$ cat config.mk
export PLATFORM = sky130hd
export DESIGN_NAME = in_line_packer
export DESIGN_NICKNAME = d
export VERILOG_FILES = /design/src/rtl/in_line_packer.sv
export SDC_FILE = /design/constraint.sdc
export NUM_CORES = 1
export LEC_CHECK = 0
export BUFFER_PORTS_ARGS = -buffer_cell sky130_fd_sc_hd__buf_2
export CAP_MARGIN = 20
export CORE_MARGIN = 1
export CORE_UTILIZATION = 45
export CTS_BUF_LIST = sky130_fd_sc_hd__clkbuf_8
export DETAILED_ROUTE_END_ITERATION = 8
export SYNTH_ARGS = -nofsm -noshare
export SYNTH_HDL_FRONTEND = slang
export SYNTH_SLANG_ARGS = --single-unit
$ cat constraint.sdc
create_clock -name clk -period 8.4 [get_ports clk]
set_clock_uncertainty 0.2 [all_clocks]
set_input_delay 1.68 -clock clk [delete_from_list [all_inputs] [get_ports clk]]
set_output_delay 1.68 -clock clk [all_outputs]
set_load 0.01 [all_outputs]
$ cat src/rtl/in_line_packer.sv
// in_line_packer
// Write-side front end of the decoder input path. Packs narrow bitstream
// words into DATA_WIDTH-wide lines tagged with a start-of-frame flag, zero-pads
// partial lines at frame end, and flags frames cut short by a new start word.
// Output feeds a line buffer write port with no backpressure.
module in_line_packer #(
    parameter int IN_WIDTH   = 32,
    parameter int DATA_WIDTH = 256
) (
    input  logic                  clk,
    input  logic                  rst_n,
    input  logic [IN_WIDTH-1:0]   in_data,
    input  logic                  in_valid,
    input  logic                  in_sof,
    input  logic                  in_eof,
    output logic [DATA_WIDTH-1:0] out_data,
    output logic                  out_valid,
    output logic                  out_sof,
    output logic                  out_frame_err
);

    localparam int RATIO = DATA_WIDTH / IN_WIDTH;
    localparam int CNT_W = $clog2(RATIO);
    localparam logic [CNT_W-1:0] CNT_LAST = CNT_W'(RATIO - 1);
    localparam logic [CNT_W-1:0] CNT_ZERO = {CNT_W{1'b0}};
    localparam logic [CNT_W-1:0] CNT_ONE  = CNT_W'(1);

    typedef enum logic [0:0] {
        ST_IDLE = 1'b0,
        ST_PACK = 1'b1
    } state_t;

    // Reject illegal width combinations at elaboration time.
    if ((RATIO < 2) || ((RATIO & (RATIO - 1)) != 0) || (RATIO * IN_WIDTH != DATA_WIDTH)) begin : g_param_err
        $error("in_line_packer: DATA_WIDTH/IN_WIDTH must be an integer power of 2, >= 2");
    end

    state_t                  state_r;
    logic [DATA_WIDTH-1:0]   line_r;
    logic [CNT_W-1:0]        cnt_r;
    logic                    sof_pending_r;
    logic                    hold_valid_r;
    logic [IN_WIDTH-1:0]     hold_word_r;

    // First output stage: line captured the same edge the completing word is accepted.
    logic [DATA_WIDTH-1:0]   em_data_r;
    logic                    em_valid_r;
    logic                    em_sof_r;
    logic                    em_err_r;

    // Second output stage drives the ports.
    logic [DATA_WIDTH-1:0]   out_data_r;
    logic                    out_valid_r;
    logic                    out_sof_r;
    logic                    out_frame_err_r;

    logic [DATA_WIDTH-1:0]   line_ins_s;
    logic [DATA_WIDTH-1:0]   word_line_s;
    logic [DATA_WIDTH-1:0]   hold_line_s;

    // Current line with the incoming word placed at slot cnt; lone words zero-extended.
    always_comb begin
        line_ins_s = line_r;
        line_ins_s[int'(cnt_r) * IN_WIDTH +: IN_WIDTH] = in_data;
        word_line_s = {{(DATA_WIDTH - IN_WIDTH){1'b0}}, in_data};
        hold_line_s = {{(DATA_WIDTH - IN_WIDTH){1'b0}}, hold_word_r};
    end

    // Packing FSM: slot counter, frame flags, hold register and line emission.
    always_ff @(posedge clk) begin
        if (!rst_n) begin
            state_r       <= ST_IDLE;
            line_r        <= {DATA_WIDTH{1'b0}};
            cnt_r         <= CNT_ZERO;
            sof_pending_r <= 1'b0;
            hold_valid_r  <= 1'b0;
            hold_word_r   <= {IN_WIDTH{1'b0}};
            em_data_r     <= {DATA_WIDTH{1'b0}};
            em_valid_r    <= 1'b0;
            em_sof_r      <= 1'b0;
            em_err_r      <= 1'b0;
        end else begin
            em_data_r    <= {DATA_WIDTH{1'b0}};
            em_valid_r   <= 1'b0;
            em_sof_r     <= 1'b0;
            em_err_r     <= 1'b0;
            hold_valid_r <= 1'b0;

            // A held single-word line always leaves first; it only exists in IDLE.
            if (hold_valid_r) begin
                em_data_r  <= hold_line_s;
                em_valid_r <= 1'b1;
                em_sof_r   <= 1'b1;
            end else begin
                em_err_r   <= 1'b0;
            end

            if (in_valid) begin
                case (state_r)
                    ST_IDLE: begin
                        if (in_sof) begin
                            if (in_eof) begin
                                // Single-word frame; defer it if the output slot is taken.
                                if (hold_valid_r) begin
                                    hold_valid_r <= 1'b1;
                                    hold_word_r  <= in_data;
                                end else begin
                                    em_data_r  <= word_line_s;
                                    em_valid_r <= 1'b1;
                                    em_sof_r   <= 1'b1;
                                end
                            end else begin
                                line_r        <= word_line_s;
                                cnt_r         <= CNT_ONE;
                                sof_pending_r <= 1'b1;
                                state_r       <= ST_PACK;
                            end
                        end else begin
                            // Words outside a frame are dropped.
                            state_r <= ST_IDLE;
                        end
                    end
                    ST_PACK: begin
                        if (!in_sof) begin
                            if ((cnt_r == CNT_LAST) || in_eof) begin
                                em_data_r     <= line_ins_s;
                                em_valid_r    <= 1'b1;
                                em_sof_r      <= sof_pending_r;
                                line_r        <= {DATA_WIDTH{1'b0}};
                                cnt_r         <= CNT_ZERO;
                                sof_pending_r <= 1'b0;
                                if (in_eof) begin
                                    state_r <= ST_IDLE;
                                end else begin
                                    state_r <= ST_PACK;
                                end
                            end else begin
                                line_r <= line_ins_s;
                                cnt_r  <= cnt_r + CNT_ONE;
                            end
                        end else begin
                            // New frame start: flush any partial line as truncated.
                            if (cnt_r != CNT_ZERO) begin
                                em_data_r  <= line_r;
                                em_valid_r <= 1'b1;
                                em_sof_r   <= sof_pending_r;
                                em_err_r   <= 1'b1;
                            end else begin
                                em_err_r   <= 1'b0;
                            end
                            if (in_eof) begin
                                if (cnt_r != CNT_ZERO) begin
                                    hold_valid_r <= 1'b1;
                                    hold_word_r  <= in_data;
                                end else begin
                                    em_data_r  <= word_line_s;
                                    em_valid_r <= 1'b1;
                                    em_sof_r   <= 1'b1;
                                end
                                line_r        <= {DATA_WIDTH{1'b0}};
                                cnt_r         <= CNT_ZERO;
                                sof_pending_r <= 1'b0;
                                state_r       <= ST_IDLE;
                            end else begin
                                line_r        <= word_line_s;
                                cnt_r         <= CNT_ONE;
                                sof_pending_r <= 1'b1;
                                state_r       <= ST_PACK;
                            end
                        end
                    end
                    default: begin
                        state_r <= ST_IDLE;
                    end
                endcase
            end else begin
                state_r <= state_r;
            end
        end
    end

    // Output register stage.
    always_ff @(posedge clk) begin
        if (!rst_n) begin
            out_data_r      <= {DATA_WIDTH{1'b0}};
            out_valid_r     <= 1'b0;
            out_sof_r       <= 1'b0;
            out_frame_err_r <= 1'b0;
        end else begin
            out_data_r      <= em_data_r;
            out_valid_r     <= em_valid_r;
            out_sof_r       <= em_sof_r;
            out_frame_err_r <= em_err_r;
        end
    end

    assign out_data      = out_data_r;
    assign out_valid     = out_valid_r;
    assign out_sof       = out_sof_r;
    assign out_frame_err = out_frame_err_r;

endmodule
# Yosys cells after proc, flatten, opt, wreduce, memory -nomap -nowiden
# Index checks and enable logic that the tools add are counted.
# Widths: inputs -> output; s select.
[word_totals]
word_cells = 100
output_inout_bits = 259
reg_bits = 812
[op_classes]
n_reduce_logical = 7
shift = 2
n_addsub = 2
n_mux = 65
n_eq_ne = 9
bitwise = 1
[op_table]
columns = ["cell", "count"]
rows = [
  ["$mux 256", 13],
  ["$pmux 256 s2", 2],
  ["$bwmux 256", 1],
  ["$mux 32", 8],
  ["$shift 32x33->256 const A", 1],
  ["$shiftx 32x33->256", 1],
  ["$pmux 32 s2", 1],
  ["$neg 8->33", 1],
  ["$mux 1", 30],
  ["$mux 3", 4],
  ["$ne 2x2->1 const B", 6],
  ["$pmux 1 s2", 5],
  ["$reduce_and 4->1", 2],
  ["$reduce_and 7->1", 1],
  ["$pmux 3 s2", 1],
  ["$add 3x1->3 const B", 1],
  ["$eq 3x3->1 const B", 1],
  ["$ne 3x2->1 const B", 1],
  ["$reduce_and 3->1", 1],
  ["$reduce_bool 3->1", 1],
  ["$ne 2x1->1 const B", 1],
  ["$reduce_and 2->1", 1],
  ["$logic_or 1x1->1", 1],
  ["$not 1->1", 1],
]

# Logic depth before layout (Yosys ltp)
# Gate-level depths: netlist of the first run.
[logic_depth]
word_depth = 7
ltp_mapped = 11
depth_no_buf = 7

# Worst setup path after synthesis of the first run
# OpenSTA, ideal clock, no wires.
[synth_path]
kind = "input-to-reg"
start = "input port in_sof"
end = "register em_data_r[164]"
setup_slack_ns = 5.025
arrival_ns = 3.115
setup_time_ns = 0.061
cell_stages = 7
required_ns = 8.139
path_cell_list = "buf_2 -> o21ba_2 -> nand3_1 -> buf_2 -> nor2_1 -> clkbuf_1 -> a32o_1"
[synth_between]
elab_chain_cells = 3
[synth_lines]
columns = ["item", "line", "rtl"]
rows = [
  ["start: declaration", "14", "input logic in_sof,"],
  ["$mux 256, on equally long branches", "124, 101", ""],
  ["$pmux 256 s2 *", "99", "case (state_r)"],
  ["$mux 256 *", "98", "if (in_valid) begin"],
  ["end signal: assignment", "108", "em_data_r <= word_line_s;"],
  ["end signal: assignment", "126", "em_data_r <= line_ins_s;"],
  ["end signal: assignment", "144", "em_data_r <= line_r;"],
  ["end: declaration", "46", "logic [DATA_WIDTH-1:0] em_data_r;"],
]
# Mark *: on every way between the ends. The rest lies on a longest branch, timed or not.
# A chain may end at the register's enable or synchronous reset.

==> impl_metrics.py, run 1 <==
metrics = {
    "critical_path": {
        "critPathKind": "input port to register",
        "startpoint_type": "input port",
        "r2r-start": "cnt_r[0]",
        "required_ns": 8.92,
        "rr_endpoint": "hold_word_r[11]",
        "rr_worst_depth": 8,
        "arrival_ns": 4.63,
        "r2r_slack_ns": 4.54,
        "end_kind": "register",
        "path_max_fanout": 97,
    },
    "job": {
        "drv_cap": 0,
    },
    "floorplan": {
        "die_w_um": 252,
        "initial_core_util": 0.455,
        "coreArea_mm2": 0.0617,
        "io_pins": 296,
        "die_h_um": 252,
        "rows": 91,
        "die_area_mm2": 0.0635,
    },
    "synth": {
        "yosys.area.top_type_share": 0.578,
        "ys.warnings.count": 0,
        "syn_nets": 2744,
        "ys_seq_elements": 812,
        "ys_types": 51,
        "seq_area_frac_synth": 0.578,
        "avgSynthCellArea_um2": 10.4,
        "synth_top_cell_by_area": "dfxtp_1",
        "ys_top_cells_by_area": "dfxtp_1 (58%), a32o_1 (12%), and2_1 (5.8%), a21oi_1 (3.6%), clkbuf_1 (3.3%)",
        "synth_area_mm2": 0.0281,
        "synthCells": 2699,
    },
    "global_routing": {
        "grtUsageTotal": 0.260,
        "grt_max_degree": 117,
        "antenna_found_initial": 2,
        "overflow": 0,
        "grt_pass1_wl_mm": 127,
        "grt_pass1_vias": 21500,
    },
    "clocking": {
        "cts_root_buf": "clkbuf_8",
        "clock-sinks": 812,
        "cts_setup_buffers": 0,
        "htree_num_levels": 4,
        "path_clk_slew_ns": 0.06,
        "clock_latency_ns": 0.80,
        "clockBufferDepth": 3,
        "post_cts_resized": 0,
        "cts_hold_buf": 0,
        "cts_buffers": 134,
        "cts_tree": "yes",
    },
    "placement": {
        "dpl_cell_area_mm2": 0.0299,
        "place.gp.congestion": 0.824,
        "port_buffers": 295,
        "dpl.cell_count": 3551,
        "post-place-ws_ns": 3.44,
        "dp_hpwl_mm": 48.7,
    },
    "sta": {
        "whs_ns": 0.214,
        "max_freq_mhz": 243,
        "setup_tns_ns": 0,
        "tightest_slew_ns": 1.20,
        "setup_viol": 0,
        "slew_violations": 0,
        "fin_crit_sh": 0.490,
        "finalHoldViolCount": 0,
        "relSlewSlack": 0.201,
        "rsz0062_at_grt": "no",
        "fin_ws_ns": 4.28,
        "period_minus_slack_ns": 4.12,
    },
    "layout": {
        "final_area_mm2": 0.0327,
        "final_cells": 3796,
        "final_net_count": 2899,
        "drive_gt1_frac": 0.197,
        "area_growth_syn_to_layout_pct": 16.3,
    },
    "power": {
        "p_per_area_mw_per_mm2": 236,
        "irDropWorstVdd_uv": 146,
        "leakage_nw": 12.7,
    },
    "drt": {
        "firstDrtPassIters": 6,
        "drt-initial-drc-count": 2245,
        "vias": 22500,
        "vias_per_cell": 5.92,
        "drt.antenna.violating_nets": 0,
        "postRouteWirelength_mm": 84.5,
        "drc": 0,
        "wl_per_cell_um": 22.3,
    },
    "hold_path": {
        "hold_end": "out_data[83]",
        "hold_path.class": "register to register",
        "min_from": "em_data_r[83]",
        "whs_path_depth": 1,
    },
    "outcome": {
        "status": "finished clean",
    },
}
==> synthesized netlist by cell type, drive strengths merged <==
cell     count
nor4bb       1
o211ai      35
a22oi       32
nand3       14
nand4       32
a32o       348
a21boi       1
or4b         2
nand2      151
or2          1
nor2b        6
a221oi       1
clkbuf     250
or3          2
dfxtp      812
o21ai       75
o2bb2ai     36
ha           8
nor3b        2
nor3         7
o21a         8
and2       261
a311oi       4
a211oi       1
o31a        32
nor4        32
inv          7
nor4b        2
a21o        33
buf         75
a21oi      202
and3         6
mux2i       32
o211a        1
o311ai       3
nor2       145
o21ba        1
or3b         1
mux2         1
a31oi       33
nand2b       3
==> placed cells by master (no fill, tap or decap), types with 3 or more instances in the layout <==
cell and instances:
dfxtp_1 810, a32o_1 348, buf_2 294, and2_1 261, a21oi_1 199, clkbuf_8 161
nand2_1 151, nor2_1 131, o21ai_0 68, inv_1 49, buf_4 42, o2bb2ai_1 36
o211ai_1 35, a21o_1 33, a31oi_1 33, nand4_1 32, a22oi_1 32, mux2i_1 32
o31a_1 32, nor4_1 31, nand3_1 14, clkinv_2 14, nor2_2 13, o21a_1 8
ha_1 8, clkinvlp_4 8, and3_1 6, o21ai_2 6, buf_16 5, nor2b_1 4
nor3_1 4, a311oi_1 4, bufinv_16 4, nor3_2 3, nand2b_1 3, inv_8 3
inv_6 3
==> state kept, by name, indices dropped and copies added (netlist names) <==
name           cells
em_err_r           1
cnt_r              3
line_r           256
sof_pending_r      1
em_data_r        256
out_data         256
hold_valid_r       1
em_sof_r           1
state_r            1
hold_word_r       32
out_sof            1
out_frame_err      1
out_valid          1
em_valid_r         1
==> stage by stage <==
| step | power [W] | util |
|---|---|---|
| after floorplan | 0.00419 | - |
| after global placement | 0.00431 | 0.483 |
| after detailed placement | 0.00432 | 0.484 |
| after CTS | 0.00776 | 0.528 |
| after global routing | 0.00799 | 0.530 |
| final | 0.00770 | 0.530 |
==> cells by family after synthesis <==
kind of cell / count (synthesis) / share of synthesized area
AND/OR/NAND/NOR: 668 / 0.124
adder cells (fa/ha/maj): 8 / 0.00356
flip-flops: 812 / 0.578
AO/OA/AOI/OAI: 846 / 0.235
multiplexers: 33 / 0.0118
buffers and inverters: 332 / 0.0478
==> worst max-delay path by stage <==
| stage | end | start | slack, ns | cells after the start |
|---|---|---|---|---|
| 2_1_floorplan | em_data_r[164] | in_sof | 5.02 | 7 |
| 3_3_place_gp | line_r[92] | rst_n | 3.45 | 5 |
| 3_5_place_dp | line_r[175] | rst_n | 3.44 | 5 |
| 4_1_cts | line_r[175] | rst_n | 4.28 | 5 |
| 5_1_grt | line_r[54] | rst_n | 4.08 | 5 |
| 6_report | line_r[54] | rst_n | 4.28 | 5 |
==> metal layers <==
layer,GRT usage,vias up,wire (µm),part of all wire
met5,0,-,13,0.00015
met4,0.113,2,2910,0.034
met1,0.351,11100,36400,0.43
met3,0.0605,164,6550,0.078
met2,0.399,1016,38700,0.46
li1,-,10200,-,-
==> cell type report <==
type | instances | area (µm²)
antenna | 2 | 5.00
fill | 5614 | 29000
clock inverter | 78 | 513
sequential | 812 | 16300
multi-input combinational | 1555 | 10600
inverter | 7 | 28.8
timing repair buffer | 344 | 1960
clock buffer | 161 | 2220
tap | 837 | 1050
==> critical path, cell delays in order <==
cell,delay (ns)
buf_6,0.36
buf_4,0.73
nand3_1,0.51
nor2_2,0.96
a32o_1,0.29
==> power by group <==
part           switching [W]  internal [W]
logic               0.000281     0.0000804
registers          0.0000148       0.00387
clock network        0.00158       0.00188
total                0.00187       0.00583
Note: power is estimated with default switching activity, not from simulation.
==> run 2, diff against run 1 <==
- clock period: 8.4 -> 3.93 ns (I/O delays scaled with it)
==> run 2 against run 1 <==
  * Sequential cell count unchanged
  * Worst hold slack better by 0.013 ns
  * Worst setup slack worse by 3.7 ns
  * Combinational power up 120%
  * Cell area down 0.17%
  * Clock power up 110%
==> impl_metrics.py, run 2 (synthesized netlist as in run 1, its figures left out) <==
metrics = {
    "outcome": {
        "status": "finished clean",
    },
    "drt": {
        "firstDrtPassIters": 7,
        "drt.antenna.violating_nets": 0,
        "postRouteWirelength_mm": 84.0,
        "drc": 0,
        "vias_per_cell": 5.88,
        "drt-initial-drc-count": 1967,
        "wl_per_cell_um": 22.2,
        "vias": 22300,
    },
    "critical_path": {
        "arrival_ns": 3.76,
        "max_stage_delay_ns": 0.58,
        "end_kind": "register",
        "cp_slowest_cell": "o21a_1",
        "path_max_fanout": 32,
        "required_ns": 4.37,
        "cpMostUsedCell": "ha_1",
        "cp_cell_sequence": "inv_1, ha_1, ha_1, or4b_4, o21a_1, o21ai_0, a21oi_1",
        "startpoint_type": "register",
        "critPathKind": "register to register",
    },
    "sta": {
        "period_minus_slack_ns": 3.32,
        "finalHoldViolCount": 0,
        "rsz0062_at_grt": "no",
        "slew_violations": 0,
        "tightest_slew_ns": 1.09,
        "setup_viol": 0,
        "relSlewSlack": 0.275,
        "setup_tns_ns": 0,
        "fin_crit_sh": 0.845,
        "max_freq_mhz": 301,
    },
    "floorplan": {
        "rows": 91,
        "coreArea_mm2": 0.0617,
        "die_area_mm2": 0.0635,
        "die_w_um": 252,
        "die_h_um": 252,
        "io_pins": 296,
        "initial_core_util": 0.455,
    },
    "layout": {
        "layout_commonest_cell": "dfxtp_1",
        "drive_gt1_frac": 0.197,
        "fillCellCount": 5548,
        "layout_common_cells": "dfxtp_1 (810), a32o_1 (348), buf_2 (294), and2_1 (261), a21oi_1 (199)",
        "area_growth_syn_to_layout_pct": 16.1,
        "final_net_count": 2911,
        "final_area_mm2": 0.0326,
    },
    "job": {
        "drv_cap": 0,
    },
    "global_routing": {
        "overflow": 0,
        "grt_max_degree": 138,
        "grt_pass1_vias": 21200,
        "grtUsageTotal": 0.259,
        "grt_pass1_wl_mm": 126,
        "antenna_found_initial": 3,
    },
    "placement": {
        "port_buffers": 295,
        "place.gp.congestion": 0.834,
        "dp_hpwl_mm": 48.7,
        "dpl_cell_area_mm2": 0.0300,
    },
    "power": {
        "p_comb_frac": 0.049,
        "leakage_nw": 12.7,
        "power.switching_w": 0.00394,
        "irDropWorstVdd_uv": 303,
        "intPower_w": 0.0123,
        "p_per_area_mw_per_mm2": 497,
        "clkPwrFrac": 0.440,
        "fin_total_pwr_w": 0.0162,
        "switching_share": 0.243,
        "p_seq_frac": 0.512,
    },
    "clocking": {
        "clock_latency_ns": 0.79,
        "post_cts_resized": 0,
        "clock-sinks": 812,
        "cts_root_buf": "clkbuf_8",
        "cts_tree": "yes",
        "path_clk_slew_ns": 0.06,
        "cts_buffers": 132,
        "clockBufferDepth": 3,
        "htree_num_levels": 4,
        "cts_setup_buffers": 0,
        "cts_hold_buf": 0,
    },
    "hold_path": {
        "hold_path.class": "register to register",
    },
}
run 2: cell types whose count changed in the layout (fill, tap and decap cells not counted), sizes merged:
cell and change:
buf +14, clkbuf -8, clkinv -6, clkinvlp -5, diode -1, inv +2
run 2: path summary, 6_finish.rpt:
check / from / endpoint / slack, ns / depth (start not counted)
worst min register to register: em_data_r[125] / out_data[125] / 0.23 / 1
worst max-delay path: cnt_r[1] / line_r[131] / 0.61 / 7
worst min-delay path: em_data_r[125] / out_data[125] / 0.23 / 1
worst max register to register: cnt_r[1] / line_r[131] / 0.61 / 7
run 2: layout make-up:
type	instances	area (µm²)	share of cell area
repair buffers	358	2080	0.0637
clock buffers	153	2110	0.0645
flip-flops and latches	812	16300	0.498
diodes	1	2.50	0.0000767
multi-input cells	1555	10600	0.326
inverters	7	28.8	0.000882
clock inverters	69	458	0.0140
well taps	837	1050	0.0321
run 2: power by group through the flow:
stage	registers, W	logic (W)	clock network, W
final	0.00830	0.000789	0.00714
after global routing	0.00830	0.000837	0.00768
after CTS	0.00830	0.000771	0.00729
after detailed placement	0.00848	0.000768	0
after global placement	0.00848	0.000745	0
after floorplan	0.00847	0.000486	0
run 2: worst max-delay path: cells and delay by family (launching register included):
| kind | cells | cell delay (ns) |
|---|---|---|
| buffers and inverters | 1 | 0.12 |
| AO/OA/AOI/OAI | 3 | 1.07 |
| adder cells (fa/ha/maj) | 2 | 0.70 |
| flip-flops | 1 | 0.53 |
| AND/OR/NAND/NOR | 1 | 0.56 |
run 2: routing by layer:
metal	up-vias	part of all wire	GRT usage
met5	-	0.00038	0
met4	6	0.027	0.0994
met3	149	0.071	0.0531
met2	934	0.47	0.412
met1	11000	0.43	0.344
li1	10200	-	-
run 2: metrics by stage:
step / instances / hold WS [ns] / worst slack (ns) / util
after floorplan: 2699 / 0.212 / 1.14 / -
after global placement: 3566 / 0.221 / 0.654 / 0.486
after detailed placement: 3568 / 0.218 / 0.568 / 0.487
after CTS: 3790 / 0.169 / 0.640 / 0.528
after global routing: 3791 / 0.221 / 0.396 / 0.529
final: 3792 / 0.227 / 0.608 / 0.529
==> run 3, diff against run 2 <==
- PLACE_DENSITY: unset -> 0.66
- clock period: 3.93 -> 2.95 ns (I/O delays scaled with it)
==> run 3 against run 2 <==
  * Register-to-register slack got worse by 0.58 ns
  * Largest power group unchanged
  * Cell area increased by 1.2%
  * Critical path depth increased by 2
  * Utilization increased by 0.61 points
  * Total power increased by 34%
  * Via count increased by 3.1%
==> impl_metrics.py, run 3 (synthesized netlist as in run 1, its figures left out) <==
metrics = {
    "power": {
        "leakage_nw": 12.9,
        "p_per_area_mw_per_mm2": 661,
        "irDropWorstVdd_uv": 405,
        "fin_total_pwr_w": 0.0218,
    },
    "floorplan": {
        "io_pins": 296,
        "coreArea_mm2": 0.0617,
        "initial_core_util": 0.455,
        "die_area_mm2": 0.0635,
        "die_h_um": 252,
        "rows": 91,
        "die_w_um": 252,
    },
    "drt": {
        "wl_met3_mm": 7.79,
        "drt.antenna.violating_nets": 0,
        "drc": 0,
        "vias_per_cell": 6.00,
        "wl_per_cell_um": 22.5,
        "postRouteWirelength_mm": 86.3,
        "drt-initial-drc-count": 2551,
        "vias": 23000,
        "wl_met1_mm": 35.6,
        "top_layer": "met5",
        "wl_met2_mm": 39.8,
        "firstDrtPassIters": 7,
    },
    "critical_path": {
        "worstSetupStartpoint": "cnt_r[0]",
        "critPathKind": "register to register",
        "startpoint_type": "register",
        "end_kind": "register",
        "path_max_fanout": 32,
        "arrival_ns": 3.42,
        "r2r-start": "cnt_r[0]",
        "rr_endpoint": "em_data_r[22]",
        "rr_worst_depth": 9,
        "required_ns": 3.45,
        "r2r_slack_ns": 0.03,
    },
    "hold_path": {
        "hold_path.class": "input port to register",
        "hold_end": "em_data_r[152]",
        "whs_path_depth": 3,
        "min_from": "in_data[24]",
    },
    "global_routing": {
        "grt_max_degree": 233,
        "antenna_found_initial": 4,
        "grtUsageTotal": 0.264,
        "overflow": 0,
        "grt_pass1_vias": 22100,
        "grt_pass1_wl_mm": 129,
    },
    "sta": {
        "whs_ns": 0.0676,
        "max_freq_mhz": 342,
        "fin_crit_sh": 0.990,
        "relSlewSlack": 0.334,
        "setup_viol": 0,
        "finalHoldViolCount": 0,
        "slew_violations": 0,
        "rsz0062_at_grt": "yes",
        "period_minus_slack_ns": 2.92,
        "fin_ws_ns": 0.0288,
        "tightest_slew_ns": 0.987,
    },
    "layout": {
        "layout_common_cells": "dfxtp_1 (810), a32o_1 (348), buf_2 (294), and2_1 (261), a21oi_1 (199)",
        "fin_util": 0.535,
        "drive_gt1_frac": 0.203,
        "fillCellCount": 5487,
        "layout_commonest_cell": "dfxtp_1",
        "multi_input_area_mm2": 0.0106,
        "regArea_mm2": 0.0163,
        "area_growth_syn_to_layout_pct": 17.4,
        "final_net_count": 2941,
    },
    "clocking": {
        "cts_tree": "yes",
        "cts_buffers": 131,
        "clock-sinks": 812,
        "cts_root_buf": "clkbuf_8",
        "htree_num_levels": 4,
        "clockBufferDepth": 3,
        "path_clk_slew_ns": 0.07,
        "cts_setup_buffers": 0,
        "clock_latency_ns": 0.79,
    },
    "placement": {
        "port_buffers": 295,
        "place.gp.congestion": 0.854,
        "post-place-ws_ns": 0.0667,
        "dp_hpwl_mm": 50.0,
    },
    "job": {
        "drv_cap": 0,
    },
    "outcome": {
        "status": "finished clean",
    },
}
==> run 3: metal layers <==
layer  up-vias  track usage
li1      10300            -
met1     11300        0.344
met2      1210        0.411
met3       217       0.0655
met4         6        0.125
met5         -            0
==> run 3: area by class of cell <==
type | count | share of cell area
Clock buffer | 160 | 0.0667
Timing Repair Buffer | 389 | 0.0730
Tap cell | 837 | 0.0317
Sequential cell | 812 | 0.493
Multi-Input combinational cell | 1555 | 0.322
Clock inverter | 68 | 0.0132
Inverter | 7 | 0.000834
Antenna cell | 2 | 0.000152
==> run 3: repair_timing <==
item,CTS,global route
resized for setup,0,6
endpoints found under the setup margin,0,64
endpoints found under the hold margin,39,0
hold buffers,8,0
==> run 3: critical path, cell delays in order, from the launching register on <==
cell	delay, ns
dfxtp_1	0.37
inv_1	0.12
ha_1	0.24
ha_1	0.29
buf_4	0.17
or3b_1	0.35
buf_4	0.28
o21ai_0	0.33
a21oi_1	0.13
o31a_1	0.31
==> run 3: worst max-delay path by stage <==
stage,endpoint,depth (start not counted)
6_report,em_data_r[22],9
3_3_place_gp,line_r[151],7
4_1_cts,line_r[149],8
3_5_place_dp,line_r[130],7
2_1_floorplan,line_r[147],9
5_1_grt,em_data_r[7],9
==> run 3: per-stage QoR <==
stage	area (µm²)	TNS (ns)	instances
2_1_floorplan	28100	0	2699
3_3_place_gp	30300	0	3592
3_5_place_dp	30300	0	3592
4_1_cts	33000	0	3828
5_1_grt	33000	-0.388	3829
6_report	33000	0	3830
==> run 3: power breakdown <==
part	switching, W	internal, W
registers	0.0000354	0.0110
logic	0.000847	0.000265
clock network	0.00444	0.00520
total	0.00533	0.0165
